<file path="src/rtl/aes_gf_pkg.sv">
// Shared GF(2^8) helpers and mode encodings for the AES round datapath.
package aes_gf_pkg;

  localparam logic [7:0] GF_POLY  = 8'h1b;
  localparam logic [1:0] MODE_BYP = 2'b00;
  localparam logic [1:0] MODE_FWD = 2'b01;
  localparam logic [1:0] MODE_INV = 2'b10;

  function automatic logic [7:0] xtime(input logic [7:0] b);
    return {b[6:0], 1'b0} ^ (b[7] ? GF_POLY : 8'h00);
  endfunction

  // Shift-and-add multiply by an arbitrary constant.
  function automatic logic [7:0] gf_mul_const(input logic [7:0] b, input logic [7:0] c);
    logic [7:0] acc;
    logic [7:0] p;
    logic [7:0] cc;
    acc = '0;
    p   = b;
    cc  = c;
    for (int i = 0; i < 8; i++) begin
      if (cc[0]) acc = acc ^ p;
      p  = xtime(p);
      cc = cc >> 1;
    end
    return acc;
  endfunction

endpackage

</file>
<file path="src/rtl/gf_mixcol_col.sv">
// One state column of (Inv)MixColumns, built from precomputed 1x/2x/4x/8x byte multiples.
module gf_mixcol_col
  import aes_gf_pkg::*;
(
  input  logic [31:0] x1,
  input  logic [31:0] x2,
  input  logic [31:0] x4,
  input  logic [31:0] x8,
  input  logic [1:0]  mode,
  output logic [31:0] res
);

  logic [31:0] fwd, inv;
  logic [31:0] m3, m9, mb, md, me;

  assign m3 = x2 ^ x1;
  assign m9 = x8 ^ x1;
  assign mb = x8 ^ x2 ^ x1;
  assign md = x8 ^ x4 ^ x1;
  assign me = x8 ^ x4 ^ x2;

  // Rotating a column left by one byte lines row i up with a_(i+1), two bytes with a_(i+2), etc.
  assign fwd = x2 ^ {m3[23:0], m3[31:24]} ^ {x1[15:0], x1[31:16]} ^ {x1[7:0], x1[31:8]};
  assign inv = me ^ {mb[23:0], mb[31:24]} ^ {md[15:0], md[31:16]} ^ {m9[7:0], m9[31:8]};

  always_comb begin
    res = x1;
    case (mode)
      MODE_FWD: res = fwd;
      MODE_INV: res = inv;
      default:  res = x1;
    endcase
  end

endmodule

</file>
<file path="src/rtl/gf_mixcol_pipe.sv">
// Elastic (Inv)MixColumns pipeline: NUM_COLS columns per beat, 1 or 2 register stages.
module gf_mixcol_pipe
  import aes_gf_pkg::*;
#(
  parameter int unsigned NUM_COLS   = 4,
  parameter int unsigned PIPE_DEPTH = 2
) (
  input  logic                    clk,
  input  logic                    rst,
  input  logic                    in_valid,
  output logic                    in_ready,
  input  logic [1:0]              in_mode,
  input  logic [32*NUM_COLS-1:0]  in_data,
  output logic                    out_valid,
  input  logic                    out_ready,
  output logic [1:0]              out_mode,
  output logic [32*NUM_COLS-1:0]  out_data
);

  localparam int unsigned W  = 32 * NUM_COLS;
  localparam int unsigned NB = 4 * NUM_COLS;

  logic [W-1:0] x2_in, x4_in, x8_in;

  for (genvar k = 0; k < NB; k++) begin : g_byte
    assign x2_in[8*k +: 8] = xtime(in_data[8*k +: 8]);
    assign x4_in[8*k +: 8] = xtime(x2_in[8*k +: 8]);
    assign x8_in[8*k +: 8] = xtime(x4_in[8*k +: 8]);
  end

  logic [W-1:0] s1_x1, s1_x2, s1_x4, s1_x8;
  logic [1:0]   s1_mode;
  logic         s1_valid;
  logic         out_load;
  logic [W-1:0] res;

  assign out_load = !out_valid || out_ready;

  if (PIPE_DEPTH == 1) begin : g_depth1
    assign s1_x1    = in_data;
    assign s1_x2    = x2_in;
    assign s1_x4    = x4_in;
    assign s1_x8    = x8_in;
    assign s1_mode  = in_mode;
    assign s1_valid = in_valid;
    assign in_ready = out_load;
  end else begin : g_depth2
    logic         v1_q;
    logic         ld1;
    logic [W-1:0] x1_q, x2_q, x4_q, x8_q;
    logic [1:0]   mode_q;

    // Stage 1 refills whenever it is empty or its beat moves into the output register.
    assign ld1      = !v1_q || out_load;
    assign in_ready = ld1;

    always_ff @(posedge clk) begin
      if (rst) begin
        v1_q <= 1'b0;
      end else if (ld1) begin
        v1_q <= in_valid;
      end
    end

    always_ff @(posedge clk) begin
      if (ld1 && in_valid) begin
        x1_q   <= in_data;
        x2_q   <= x2_in;
        x4_q   <= x4_in;
        x8_q   <= x8_in;
        mode_q <= in_mode;
      end
    end

    assign s1_x1    = x1_q;
    assign s1_x2    = x2_q;
    assign s1_x4    = x4_q;
    assign s1_x8    = x8_q;
    assign s1_mode  = mode_q;
    assign s1_valid = v1_q;
  end

  for (genvar c = 0; c < NUM_COLS; c++) begin : g_col
    gf_mixcol_col u_col (
      .x1   (s1_x1[W-1-32*c -: 32]),
      .x2   (s1_x2[W-1-32*c -: 32]),
      .x4   (s1_x4[W-1-32*c -: 32]),
      .x8   (s1_x8[W-1-32*c -: 32]),
      .mode (s1_mode),
      .res  (res[W-1-32*c -: 32])
    );
  end

  // Output data only changes when a real beat lands, so it holds through bubbles and stalls.
  always_ff @(posedge clk) begin
    if (rst) begin
      out_valid <= 1'b0;
      out_data  <= '0;
      out_mode  <= MODE_BYP;
    end else if (out_load) begin
      out_valid <= s1_valid;
      if (s1_valid) begin
        out_data <= res;
        out_mode <= s1_mode;
      end
    end
  end

endmodule

</file>
<file path="config.mk">
export PLATFORM = sky130hd
export DESIGN_NAME = gf_mixcol_pipe
export DESIGN_NICKNAME = d
export VERILOG_FILES = /design/src/rtl/aes_gf_pkg.sv /design/src/rtl/gf_mixcol_col.sv /design/src/rtl/gf_mixcol_pipe.sv
export SDC_FILE = /design/constraint.sdc
export NUM_CORES = 1
export LEC_CHECK = 0
export CAP_MARGIN = 20
export CORE_MARGIN = 4
export CORE_UTILIZATION = 38
export DETAILED_ROUTE_END_ITERATION = 6
export PLACE_DENSITY_LB_ADDON = 0.3
export SLEW_MARGIN = 20
export SYNTH_ARGS = -nofsm -noshare
export SYNTH_HDL_FRONTEND = slang
export SYNTH_SLANG_ARGS = --single-unit
</file>
<file path="constraint.sdc">
create_clock -name clk -period 11.8 [get_ports clk]
set_clock_uncertainty 0.05 [all_clocks]
set_input_delay 1.77 -clock clk [delete_from_list [all_inputs] [get_ports clk]]
set_output_delay 1.77 -clock clk [all_outputs]
set_load 0.03 [all_outputs]
</file>
# Yosys cells after proc, flatten, opt, wreduce, memory -nomap -nowiden
# Cells that the tools add are included.
dict set report op_classes {
  eq_ne 2
  mux 52
  n_bitwise 100
  reduce_logical 6
}
# op n
set ops {}
lappend ops {{$xor A32 B32 Y32} 52}
lappend ops {{$xor A8 B5 Y8} 48}
lappend ops {{$pmux W32 S2} 4}
lappend ops {{$mux W5} 48}
lappend ops {{$eq A2 B1 Y1 const B} 1}
lappend ops {{$eq A2 B2 Y1 const B} 1}
lappend ops {{$logic_not A1 Y1} 2}
lappend ops {{$logic_or A1 B1 Y1} 2}
lappend ops {{$reduce_and A2 Y1} 1}
lappend ops {{$logic_and A1 B1 Y1} 1}
dict set report totals {
  register_bits 646
  inputBits 134
  out_inout_bits 132
  word_cells 169
}

# Depth between registers and ports, before layout
dict set report depth {
  depth_word 6
  ltp_mapped 10
  ltp_nobuf 8
}

# Cells and area by module
# Synthesis repeated with hierarchy kept, for this count alone.
dict set report hier_totals {
  hier_cells 1988
  hier_area_um2 25595.8
}
# module instances cells_per_inst area_each_um2 seq_area_each_um2
set by_module_without_submodules {}
lappend by_module_without_submodules {gf_mixcol_pipe 1 992 15421.0 10870.4}
lappend by_module_without_submodules {gf_mixcol_col 4 249 2543.7 0.0}

# Least setup slack after synthesis
# OpenSTA, ideal clock, no wires.
dict set report synth_timing {
  kind {input to register}
  from {input port out_ready}
  to {register g_depth2.mode_q[0], enable pin}
  setup_ps 668
  arrival_time_ps 8356
  required_time_ps 11082
  path_slack_ps 2726
  cell_stages 3
  n_path_buf 0
  path_cell_list {nor2b_1 -> nand2_1 -> and2_1}
}
dict set report synth_via {
  elab_chain_len 3
}
# item line_no
set synth_lines {}
lappend synth_lines {{from (decl)} gf_mixcol_pipe.sv:15} ;# input logic out_ready,
lappend synth_lines {{$logic_or A1 B1 Y1} gf_mixcol_pipe.sv:37} ;# assign out_load = !out_valid || out_ready;
lappend synth_lines {{$logic_or A1 B1 Y1} gf_mixcol_pipe.sv:54} ;# assign ld1 = !v1_q || out_load;
lappend synth_lines {{named net in_ready} gf_mixcol_pipe.sv:11} ;# output logic in_ready,
lappend synth_lines {{$logic_and A1 B1 Y1} gf_mixcol_pipe.sv:66} ;# if (ld1 && in_valid) begin
lappend synth_lines {{to (signal assigned)} gf_mixcol_pipe.sv:71} ;# mode_q <= in_mode;
lappend synth_lines {{to (decl)} gf_mixcol_pipe.sv:51} ;# logic [1:0] mode_q;
# The timed path passes the listed nets, and every way through them passes these cells.
# A chain may end at the register's enable or synchronous reset.

# Worst setup path after layout
dict set report layout_timing {
  from {input port out_ready}
  to {output port in_ready}
}
dict set report layout_via {
  elab_chain_len 2
}
# item line_no
set layout_lines {}
lappend layout_lines {{$logic_or A1 B1 Y1} gf_mixcol_pipe.sv:37}
lappend layout_lines {{$logic_or A1 B1 Y1} gf_mixcol_pipe.sv:54}
lappend layout_lines {{to (decl)} gf_mixcol_pipe.sv:11}
# Every way passes these cells.

==> metrics.md <==
| Metric | Value |
|---|---|
| Pin slew with the least headroom to its limit | `0.992 ns` |
| Proportion of register bits with asynchronous set or reset after synthesis | `0%` |
| Clock tree from TritonCTS | `done` |
| Total length of routed wires | `70,700 um` |
| Clock insertion delay at the later pin of the skew report | `approximately 0.58 ns` |
| Post-route clock period utilization | `43.2%` |
| Power per cell area | `around 170 nW/um^2` |
| Hold-fix buffer count after cts | `0` |
| Post-CTS setup repair buffer count | `0` |
| Final setup slack of the worst path | `6.70 ns` |
| Fin. max-slew vios | `0` |
| Top cells by area in the synthesized netlist | `sky130_fd_sc_hd__edfxtp_1 35%, sky130_fd_sc_hd__xnor2_1 19%, sky130_fd_sc_hd__xor2_1 12%` |
| Post-Syn Area | `23,200 um^2` |
| Final design instance area without fill | `between 20,000 and 30,000 um^2` |
| Largest vdd supply drop | `roughly 0.11 mV` |
| Per-instance average area after synthesis | `11.2 um^2` |
| Hold Fails Final Rpt | `0` |
| Internal power consumption | `3.21 mW` |
| Slowest-stage cell, CP | `sky130_fd_sc_hd__clkdlybuf4s50_1` |
| Overall die area | `65,000 um^2` |
| Clock period minus final worst setup slack | `between 5 and 6 ns` |
| Clock Path Buffers | `3` |
| Width of the chip | `255 um` |
| Count of state elements after synthesis | `406` |
| Final non-filler cell total | `3,071` |
| Routed wire per std cell | `23.0 um` |
| Setup slack of the most critical reg-to-reg path | `just over 7 ns` |
| Startpoint of the most critical register-to-register path | `g_depth2.mode_q[1]$_DFFE_PP_` |
| Die height | `255 um` |
| Number of cells produced by synthesis | `2,077` |
| Cell types with the highest counts after synthesis | `514 x sky130_fd_sc_hd__xnor2_1, 310 x sky130_fd_sc_hd__xor2_1, 274 x sky130_fd_sc_hd__edfxtp_1, 133 x sky130_fd_sc_hd__clkbuf_1, 132 x sky130_fd_sc_hd__dfxtp_1` |
| Number of iterations in the first detailed-routing pass | `5` |
| Startpoint type of the worst setup path | `primary input` |
| Critical path origin | `out_ready` |
| Detailed placer's ending HPWL | `47,900 um` |
| R2r endpoint | `out_data[8]$_SDFFE_PP0P_` |
| Length in cells of the worst reg-to-reg path | `8` |
| Net Sw Power | `approximately 1.5 mW` |
| Total of warnings raised by yosys | `0` |
| Largest stage delay on the critical path | `approximately 0.6 ns` |
| Post-synth EDFFs | `274` |
| Remaining design rule violation count | `0` |
| Vias in the first global route | `between 15,000 and 20,000` |
| Share of synthesized area occupied by flip-flops and latches | `46.9%` |
| Via count | `16,400` |
| Global-route wire length before repair | `104,000 um` |
| Share of power burned in registers | `37.5%` |
| Maximum fanout along the worst path | `5` |
| Share of final-layout standard cells stronger than drive strength 1 | `4.94%` |
| # port buffers | `265` |
| Setup repair after global routing missed its margin | `false` |
| Part of the power in combinational logic | `30.5%` |
| Max Clock Freq | `196 MHz` |
| Critical path data required time | `roughly 10 ns` |
| Data arrival time of the critical path | `roughly 3.3 ns` |
| Pre-CTS setup slack | `roughly 6.4 ns` |
| Number of clock sinks | `406` |
| Cell Count Post-Placement | `2,982` |
| Clock-pin slew reported for the worst setup and hold paths after clock tree synthesis | `0.05 ns` |
| Weighted congestion reported at the end of routability-driven placement | `0.854` |
| Number of antenna violations at the first check in global routing | `2` |
| Per-cell via count in the routed design | `5.35` |
| Initial Utilization | `38.4%` |
| Share of power burned in the clock network | `32.0%` |
| Cell with the most instances after synthesis | `sky130_fd_sc_hd__xnor2_1` |
| Net count, final | `2,387` |
| Clock root buffer | `sky130_fd_sc_hd__clkbuf_16` |
| Count of endpoints failing setup in the final report | `0` |
| Worst path cell trace | `clkdlybuf4s50_1 > nor2b_1 > nand2_1 > clkdlybuf4s50_1` |
| Main flop type after synthesis | `sky130_fd_sc_hd__edfxtp_1` |
| Outcome | `completed` |
| Area of placed instances | `26,300 um^2` |
| Setup TNS after final layout | `0 ns` |
| Share of Yosys cell area claimed by the top area cell type | `35.5%` |
| Worst Path Class, Setup | `in -> out` |
| Mapped Nets | `2,213` |
| Post-CTS Resized | `0` |
| Detailed router's first-iteration violation count | `1,400` |
| Area overhead of the layout relative to synthesis | `20.6%` |
| Count of different cell masters after synthesis | `57` |
| Number of fillers in the final layout | `approximately 5,400` |
| Std cell rows | `90` |
| Worst-case hold slack | `between 0.4 and 0.5 ns` |
| Reported max-cap violation count | `0` |
| Total inserted antenna cells | `0` |
| Area of the core | `60,400 um^2` |
| Kind of end point of the critical path | `output pin` |
| Overall fraction of global-route tracks in use | `21.0%` |
| Most repeated library cell on the critical path | `sky130_fd_sc_hd__clkdlybuf4s50_1` |
| HP Class | `reg -> reg` |
| Number of levels in the clock H-tree | `2` |
| Library cell occupying the most area in the post-synthesis netlist | `sky130_fd_sc_hd__edfxtp_1` |
| Num CTS Buffers | `48` |
| Tightest slew margin relative to the limit | `33.8%` |
| Congestion Overflow GR | `0` |
| End point of the critical path | `in_ready` |
| Final antenna-violating net count | `0` |
| Switching share of power | `31.7%` |
| Number of ports placed on the die boundary | `266` |
| Largest net degree at the start of global routing | `between 70 and 80` |
| Static power due to leakage | `9.35 nW` |
-- metrics by stage --
stage                     power (mW)  util (%)
after CTS                       4.74      46.3
final                           4.71      46.3
after floorplan                 2.84         -
after global routing            4.92      46.3
after global placement          3.20      43.6
after detailed placement        3.22      43.6
-- kinds of logic (layout without fill, tap and decap cells) --
logic type / count (synthesis) / in the layout / synth area share, %
xor gates and xnor gates: 852 / 852 / 33.8
AOI/OAI and AO/OA: 442 / 442 / 12.5
DFF: 406 / 406 / 46.9
and+or+nand+nor: 205 / 205 / 3.79
buffers and inverters: 170 / 382 / 3.00
adders and majority gates: 2 / 2 / 0.108
-- critical path, delay by kind of cell --
family / cells / cell delay, ns
buffers and inverters: 2 / 1.01
AND/OR/NAND/NOR: 2 / 0.50
-- power by group through the flow --
stage          sequential (mW)  clock [mW]  combinational, mW
5_1_grt                   1.78        1.59               1.54
6_report                  1.77        1.51               1.43
4_1_cts                   1.77        1.53               1.43
2_1_floorplan             1.82           0               1.02
3_5_place_dp              1.80           0               1.42
3_3_place_gp              1.79           0               1.40
-- final cells by class --
| cell class | instances | area, um^2 | area share (%) |
|---|---|---|---|
| multi-input cells | 1501 | 11700 | 41.7 |
| flip-flops and latches | 406 | 10900 | 38.9 |
| repair buffers | 286 | 2830 | 10.1 |
| clock buffers | 64 | 1320 | 4.73 |
| well taps | 782 | 978 | 3.50 |
| clock inverters | 24 | 255 | 0.913 |
| inverters | 8 | 31.3 | 0.112 |
-- state kept, by name (all words and copies together), names as in the netlist --
name,count
out_data,128
g_depth2.x1_q,127
g_depth2.x2_q,49
g_depth2.x4_q,48
g_depth2.x8_q,48
g_depth2.mode_q,2
out_mode,2
g_depth2.v1_q,1
out_valid,1
-- how the worst min path moves through the flow --
stage                                     from                    endpoint  slack, ns  cells after the start
finish                out_mode[1]$_SDFFE_PP0P_    out_mode[1]$_SDFFE_PP0P_       0.41                      2
CTS                   out_mode[0]$_SDFFE_PP0P_    out_mode[0]$_SDFFE_PP0P_       0.41                      2
detailed placement  out_data[125]$_SDFFE_PP0P_  out_data[125]$_SDFFE_PP0P_       0.40                      2
global placement      out_mode[0]$_SDFFE_PP0P_    out_mode[0]$_SDFFE_PP0P_       0.40                      2
global route          out_mode[0]$_SDFFE_PP0P_    out_mode[0]$_SDFFE_PP0P_       0.42                      2
floorplan           g_depth2.v1_q$_SDFFE_PP0N_      out_valid$_SDFFE_PP0P_       0.45                      2
-- cells in the final DEF (no fill, tap or decap), types with 4 or more instances in the layout --
cell type                           n
sky130_fd_sc_hd__a31oi_1           25
sky130_fd_sc_hd__clkdlybuf4s50_1  264
sky130_fd_sc_hd__clkbuf_16         49
sky130_fd_sc_hd__a221oi_1          32
sky130_fd_sc_hd__xor2_1           310
sky130_fd_sc_hd__xor3_1             5
sky130_fd_sc_hd__dfxtp_1          132
sky130_fd_sc_hd__o21a_1             8
sky130_fd_sc_hd__o22ai_1           11
sky130_fd_sc_hd__inv_1              6
sky130_fd_sc_hd__xnor3_1           18
sky130_fd_sc_hd__edfxtp_1         274
sky130_fd_sc_hd__bufinv_16          5
sky130_fd_sc_hd__o211ai_1          91
sky130_fd_sc_hd__a21oi_1           74
sky130_fd_sc_hd__a221o_1           16
sky130_fd_sc_hd__xnor2_1          514
sky130_fd_sc_hd__a211oi_1          20
sky130_fd_sc_hd__nand3_1           10
sky130_fd_sc_hd__nor3_1            22
sky130_fd_sc_hd__nand2_1          104
sky130_fd_sc_hd__and2_1            12
sky130_fd_sc_hd__clkinv_1           4
sky130_fd_sc_hd__a2bb2oi_1          4
sky130_fd_sc_hd__a22oi_1           18
sky130_fd_sc_hd__o21ai_0          122
sky130_fd_sc_hd__clkbuf_1          11
sky130_fd_sc_hd__clkinv_2          11
sky130_fd_sc_hd__clkbuf_8           4
sky130_fd_sc_hd__buf_4             21
sky130_fd_sc_hd__o41ai_1            6
sky130_fd_sc_hd__nor2_1            41
-- layer usage --
metal / up-vias / share of wire, % / track usage, %
li1: 7574 / - / -
met2: 623 / 47 / 34.5
met4: 2 / 2.6 / 6.45
met1: 8124 / 43 / 28.3
met5: - / 0.017 / 0
met3: 113 / 7.0 / 4.14
No activity file was read; power rests on OpenSTA's default activity.
==> variant 1 (same settings) <==
Register the input `in_mode` before use, without a reset. The logic sees it one clock later. The other inputs are not delayed to match.
--- a/src/rtl/gf_mixcol_pipe.sv
+++ b/src/rtl/gf_mixcol_pipe.sv
@@ -22,2 +22,8 @@
 
+  logic [1:0] in_mode_q;
+
+  always_ff @(posedge clk) begin
+    in_mode_q <= in_mode;
+  end
+
   logic [W-1:0] x2_in, x4_in, x8_in;
@@ -43,3 +49,3 @@
     assign s1_x8    = x8_in;
-    assign s1_mode  = in_mode;
+    assign s1_mode  = in_mode_q;
     assign s1_valid = in_valid;
@@ -70,3 +76,3 @@
         x8_q   <= x8_in;
-        mode_q <= in_mode;
+        mode_q <= in_mode_q;
       end
Check against the original RTL: not equivalent (a bounded check fails within 4 cycles, from zero or initial values and one cycle with rst high).
==> variant 1 against the unedited design <==
- via count is 0.89% lower
- setup slack gained 0.015 ns
- synthesized area is 0.17% higher
- critical path type unchanged
- non-clock buffer count fell by 2
- final area increased by 0.48%
- die area grew 0.17%
- routed wire length down 2.7%
- clock power up 6%
- sequential cell count rose by 2
- largest power group unchanged
- power rose by 1.8%
==> variant 1: results (changes against the unedited design) <==
post-synthesis cell type count -> 57 (unchanged)
worst skew pair latency -> 0.57 ns
wire length of the first global-routing pass -> 101,800 µm (was 104,000 µm)
Hold Path Class -> reg2reg (unchanged)
Worst Path Arrival -> 3.27 ns (was 3.28 ns)
number of flops mapped to enable cells by yosys -> 274 (unchanged)
vias in the first global route -> 16,440 (was 16,450)
maximum VDD drop -> 0.09780 mV (was 0.1117 mV)
Tcrit/Tclk final -> 43.12% (was 43.25%)
status -> complete, no violations (unchanged)
drt total wl -> 68,800 µm (was 70,670 µm)
Syn Nets -> 2,215 (was 2,213)
Fin. Hold Viols -> 0 (unchanged)
FFs w/ async S/R, synth -> 0% (unchanged)
Area contributors post-synth -> edfxtp_1, xnor2_1, xor2_1, dfxtp_1, o211ai_1 (unchanged)
worst-path maximum fanout -> 5 (unchanged)
Static Leak -> 9.400 nW (was 9.350 nW)
post-cts sizing count -> 0 (unchanged)
Vias/cell -> 5.306 (was 5.352)
Synth top cells by count -> xnor2_1, xor2_1, edfxtp_1 (unchanged)
Largest regs -> out_data: 128 flops, g_depth2.x1_q: 127 flops, g_depth2.x2_q: 49 flops (unchanged)
wire per inst -> 22.41 µm (was 23.01 µm)
Setup Fix Bufs, Post-CTS -> 0 (unchanged)
Tot GR Track Use -> 20.46% (was 21.02%)
CTS Root Cell -> clkbuf_16 (unchanged)
largest net degree at the start of global routing -> 139 (was 76)
antenna violations before repair -> 0 (was 2)
Crit-path slowest cell -> clkdlybuf4s50_1 (unchanged)
Worst Tran Pin Value -> 0.9813 ns (was 0.9923 ns)
Clk pin slew, worst setup/hold paths -> 0.05 ns (about the same)
Iteration-0 DRC Markers -> 1,284 (was 1,400)
TritonRoute pass-1 iters -> 7 (was 5)
deepest clock path buffer count -> 3 (unchanged)
number of buffers created by CTS -> 47 (was 48)
GPL Wtd Cong -> 0.8658 (was 0.8535)
final hold slack -> 0.3542 ns (was 0.4084 ns)
antenna cells -> 0 (unchanged)
dpl ws -> 6.546 ns (was 6.429 ns)
FF-to-FF setup slack -> 8.03 ns (was 7.07 ns)
H-tree Lvls -> 2 (unchanged)
post-DP HPWL -> 46,770 µm (was 47,890 µm)
CP max stage delay -> 0.61 ns (about the same)
fin nets -> 2,386 (was 2,387)
Placed Cells -> 2,983 (was 2,982)
post-synthesis sequential area ratio -> 46.98% (was 46.89%)
DRC violations left -> 0 (unchanged)
number of port buffers -> 265 (unchanged)
Synth warnings -> 0 (unchanged)
share of layout cells above drive strength 1 -> 5.026% (was 4.937%)
Mean Syn Cell Area -> 11.17 µm² (was 11.16 µm²)
-- variant 1: cell types whose count changed in the layout (fill, tap and decap cells not counted) --
cell / change
clkinvlp_4: +2
inv_6: -1
clkbuf_8: -2
clkbuf_1: -2
buf_12: +1
bufinv_16: +5
dfxtp_1: +2
clkinv_1: -3
buf_16: -1
clkinv_4: +2
clkinv_2: -2
buf_4: -2
-- variant 1: final timing paths --
check                           cells after the start                from                 end
worst max register to register                      7  g_depth2.mode_q[1]         out_data[8]
worst min register to register                      0        in_mode_q[1]  g_depth2.mode_q[1]
worst max-delay path                                4           out_ready            in_ready
worst min-delay path                                0        in_mode_q[1]  g_depth2.mode_q[1]
-- variant 1: cell type report --
| class | instances | area [µm²] |
|---|---|---|
| clock buffers | 60 | 1287 |
| flip-flops and latches | 408 | 10910 |
| clock inverters | 27 | 407.9 |
| inverters | 8 | 31.28 |
| repair buffers | 284 | 2805 |
| multi-input cells | 1501 | 11660 |
| well taps | 782 | 978.4 |
| fillers | 5436 | 32380 |
-- variant 1: through the flow --
stage	total power [mW]	instance area, µm²
2_1_floorplan	2.847	23220
3_3_place_gp	3.198	26390
3_5_place_dp	3.216	26390
4_1_cts	4.827	28090
5_1_grt	4.999	28090
6_report	4.792	28090
-- variant 1: routing by layer --
layer  up-vias  routed length [µm]  global-route usage, %  part of all wire, %
li1       7574                   -                      -                    -
met1      8016               29150                  26.54                   42
met2       587               33120                  34.83                   48
met3       112                4616                  4.085                  6.7
met4         0                1912                  6.048                  2.8
met5         -                   0                      0                    0
-- variant 1: cells by family after synthesis --
group / after synthesis / share of synthesized area [%]
compound gates: 442 / 12.43
flops: 408 / 46.98
buf+inv: 170 / 2.990
simple gates: 205 / 3.782
xor+xnor: 852 / 33.71
fa+ha+maj: 2 / 0.1077
-- variant 1: power breakdown --
part | switching, mW | internal [mW]
sequential | 0.111 | 1.66
combinational | 0.761 | 0.661
clock | 0.605 | 0.992
total | 1.48 | 3.31
-- variant 1: worst max-delay path, delay by kind of cell --
family	cells	cell delay, ns
buffers and inverters	2	1.01
AND/OR/NAND/NOR	2	0.49
==> variant 2 (config.mk and constraints unchanged) <==
Made on the original files. Set the parameter `NUM_COLS` to 5 (it was 4).
--- a/src/rtl/gf_mixcol_pipe.sv
+++ b/src/rtl/gf_mixcol_pipe.sv
@@ -4,3 +4,3 @@
 #(
-  parameter int unsigned NUM_COLS   = 4,
+  parameter int unsigned NUM_COLS   = 5,
   parameter int unsigned PIPE_DEPTH = 2
Interface: changed (resized in_data and out_data); port bits go from 266 to 330. The function was not compared with the original's and may differ.
==> variant 2 against the unedited design <==
- setup slack worse by 0.015 ns
- sequential share of layout area decreased by 1.8 points
- synthesized area is 32% higher
- final area rose by 31%
- first-iteration DRC count grew 18%
- sequential cell count rose by 100
- power up 28%
- routed wire length increased by 30%
- largest cell class unchanged
- largest power group unchanged
- highest routed layer unchanged
==> variant 2: results (changes against the unedited design) <==
status -> complete, no violations (unchanged)
deepest clock path buffer count -> 3 (unchanged)
Clk pin slew, worst setup/hold paths -> 0.06 ns
CTS Root Cell -> clkbuf_16 (unchanged)
post-cts sizing count -> 0 (unchanged)
internal power -> 4.189 mW (was 3.212 mW)
number of flops mapped to enable cells by yosys -> 342 (was 274)
Syn Nets -> 2,626 (was 2,213)
Synth top cells by count -> xnor2_1, edfxtp_1, xor2_1 (was xnor2_1, xor2_1, edfxtp_1)
fin nets -> 2,827 (was 2,387)
Layout Cells excl Fill -> 3,762 (was 3,071)
Primary FF master, synth -> edfxtp_1 (unchanged)
post-synthesis cell type count -> 45 (was 57)
Routed met2 length -> 43,840 µm (was 33,340 µm)
largest net degree at the start of global routing -> 97 (was 76)
Area contributors post-synth -> edfxtp_1, xnor3_1, xnor2_1, dfxtp_1, xor2_1 (was edfxtp_1, xnor2_1, xor2_1, dfxtp_1, o211ai_1)
FFs w/ async S/R, synth -> 0% (unchanged)
maximum VDD drop -> 0.08857 mV (was 0.1117 mV)
vias post-DR -> 20,560 (was 16,440)
Largest regs -> out_data: 160 flops, g_depth2.x1_q: 159 flops, g_depth2.x2_q: 61 flops (was out_data: 128 flops, g_depth2.x1_q: 127 flops, g_depth2.x2_q: 49 flops)
Final Max Tran Viols -> 0 (unchanged)
Synth Area in Adders -> 0.08182% (was 0.1079%)
GPL Wtd Cong -> 0.8316 (was 0.8535)
CP delay by family, top -> buffers and inverters (unchanged)
met1 Use GR -> 27.56% (was 28.33%)
Mean Syn Cell Area -> 12.44 µm² (was 11.16 µm²)
met3 wire len -> 6630 µm (was 4925 µm)
Hold Path Class -> reg2reg (unchanged)
met1 WL -> 38,630 µm (was 30,560 µm)
worst skew pair latency -> 0.61 ns (was 0.58 ns)
post-synthesis sequential area ratio -> 44.32% (was 46.89%)
compound-gate portion of the synthesized area -> 11.89% (was 12.45%)
Worst Path Arrival -> 3.30 ns (was 3.28 ns)
M3 GR Usage -> 4.084% (was 4.136%)
routing usage on met2 -> 34.42% (was 34.49%)
wire length of the first global-routing pass -> 135,800 µm (was 104,000 µm)
top layer in use -> met5 (unchanged)
antenna violations before repair -> 4 (was 2)
wire per inst -> 24.36 µm (was 23.01 µm)
post-DP HPWL -> 62,120 µm (was 47,890 µm)
Setup Fix Bufs, Post-CTS -> 0 (unchanged)
Synth warnings -> 0 (unchanged)
Worst Tran Pin Value -> 1.122 ns (was 0.9923 ns)
Placed Cells -> 3,649 (was 2,982)
share of layout cells above drive strength 1 -> 5.207% (was 4.937%)
TritonRoute pass-1 iters -> 5 (unchanged)
Tot GR Track Use -> 20.65% (was 21.02%)
FILL cells -> 7,058 (was 5,417)
mux contribution to synthesized area -> 0% (unchanged)
number of buffers created by CTS -> 58 (was 48)
Static Leak -> 13.67 nW (was 9.350 nW)
Power Combinational -> 1.92 mW (was 1.43 mW)
number of port buffers -> 329 (was 265)
xor and xnor area share after synthesis -> 37.66% (was 33.77%)
CP max stage delay -> 0.62 ns
Iteration-0 DRC Markers -> 1,651 (was 1,400)
Clk pwr share -> 31.4% (was 32.0%)
worst-path maximum fanout -> 5 (unchanged)
variant 2: cell types whose count changed in the layout (fill, tap and decap cells not counted), sizes merged, moves of 12 or more:
cell / delta
xnor3: +175
edfxtp: +68
clkdlybuf4s50: +64
o211ai: +63
xnor2: -63
a21oi: +41
dfxtp: +32
xor2: -32
xor3: +22
o21ai: +17
nand2: +16
clkbuf: +14
a22oi: -12
variant 2: cell families after synthesis:
kind of cell | Yosys count
AO/OA/AOI/OAI | 553
XOR/XNOR | 954
adder cells (fa/ha/maj) | 2
buffers and inverters | 214
flip-flops | 506
AND/OR/NAND/NOR | 229
variant 2: worst paths after layout:
kind / startpoint / endpoint / slack [ns] / depth (start not counted)
setup / recovery: out_ready / in_ready / 6.68 / 4
hold / removal: out_data[18] / out_data[18] / 0.41 / 2
setup reg to reg: g_depth2.mode_q[0] / out_data[31] / 7.87 / 7
hold reg to reg: out_data[18] / out_data[18] / 0.41 / 2
variant 2: metrics by stage:
step / power [mW] / instance area [µm²] / setup slack, ns
CTS: 6.068 / 36510 / 6.684
global placement: 4.121 / 34520 / 6.479
global route: 6.284 / 36520 / 6.581
detailed placement: 4.154 / 34520 / 6.369
finish: 6.027 / 36530 / 6.682
floorplan: 3.670 / 30580 / 1.125
variant 2: cell type report:
| class | instances | area [µm²] | area share [%] |
|---|---|---|---|
| clock inverters | 31 | 382.9 | 1.048 |
| multi-input cells | 1738 | 16200 | 44.36 |
| inverters | 9 | 36.28 | 0.09933 |
| well taps | 1050 | 1314 | 3.596 |
| diodes | 4 | 10.01 | 0.02740 |
| flip-flops and latches | 506 | 13550 | 37.10 |
| repair buffers | 346 | 3422 | 9.368 |
| clock buffers | 78 | 1608 | 4.401 |
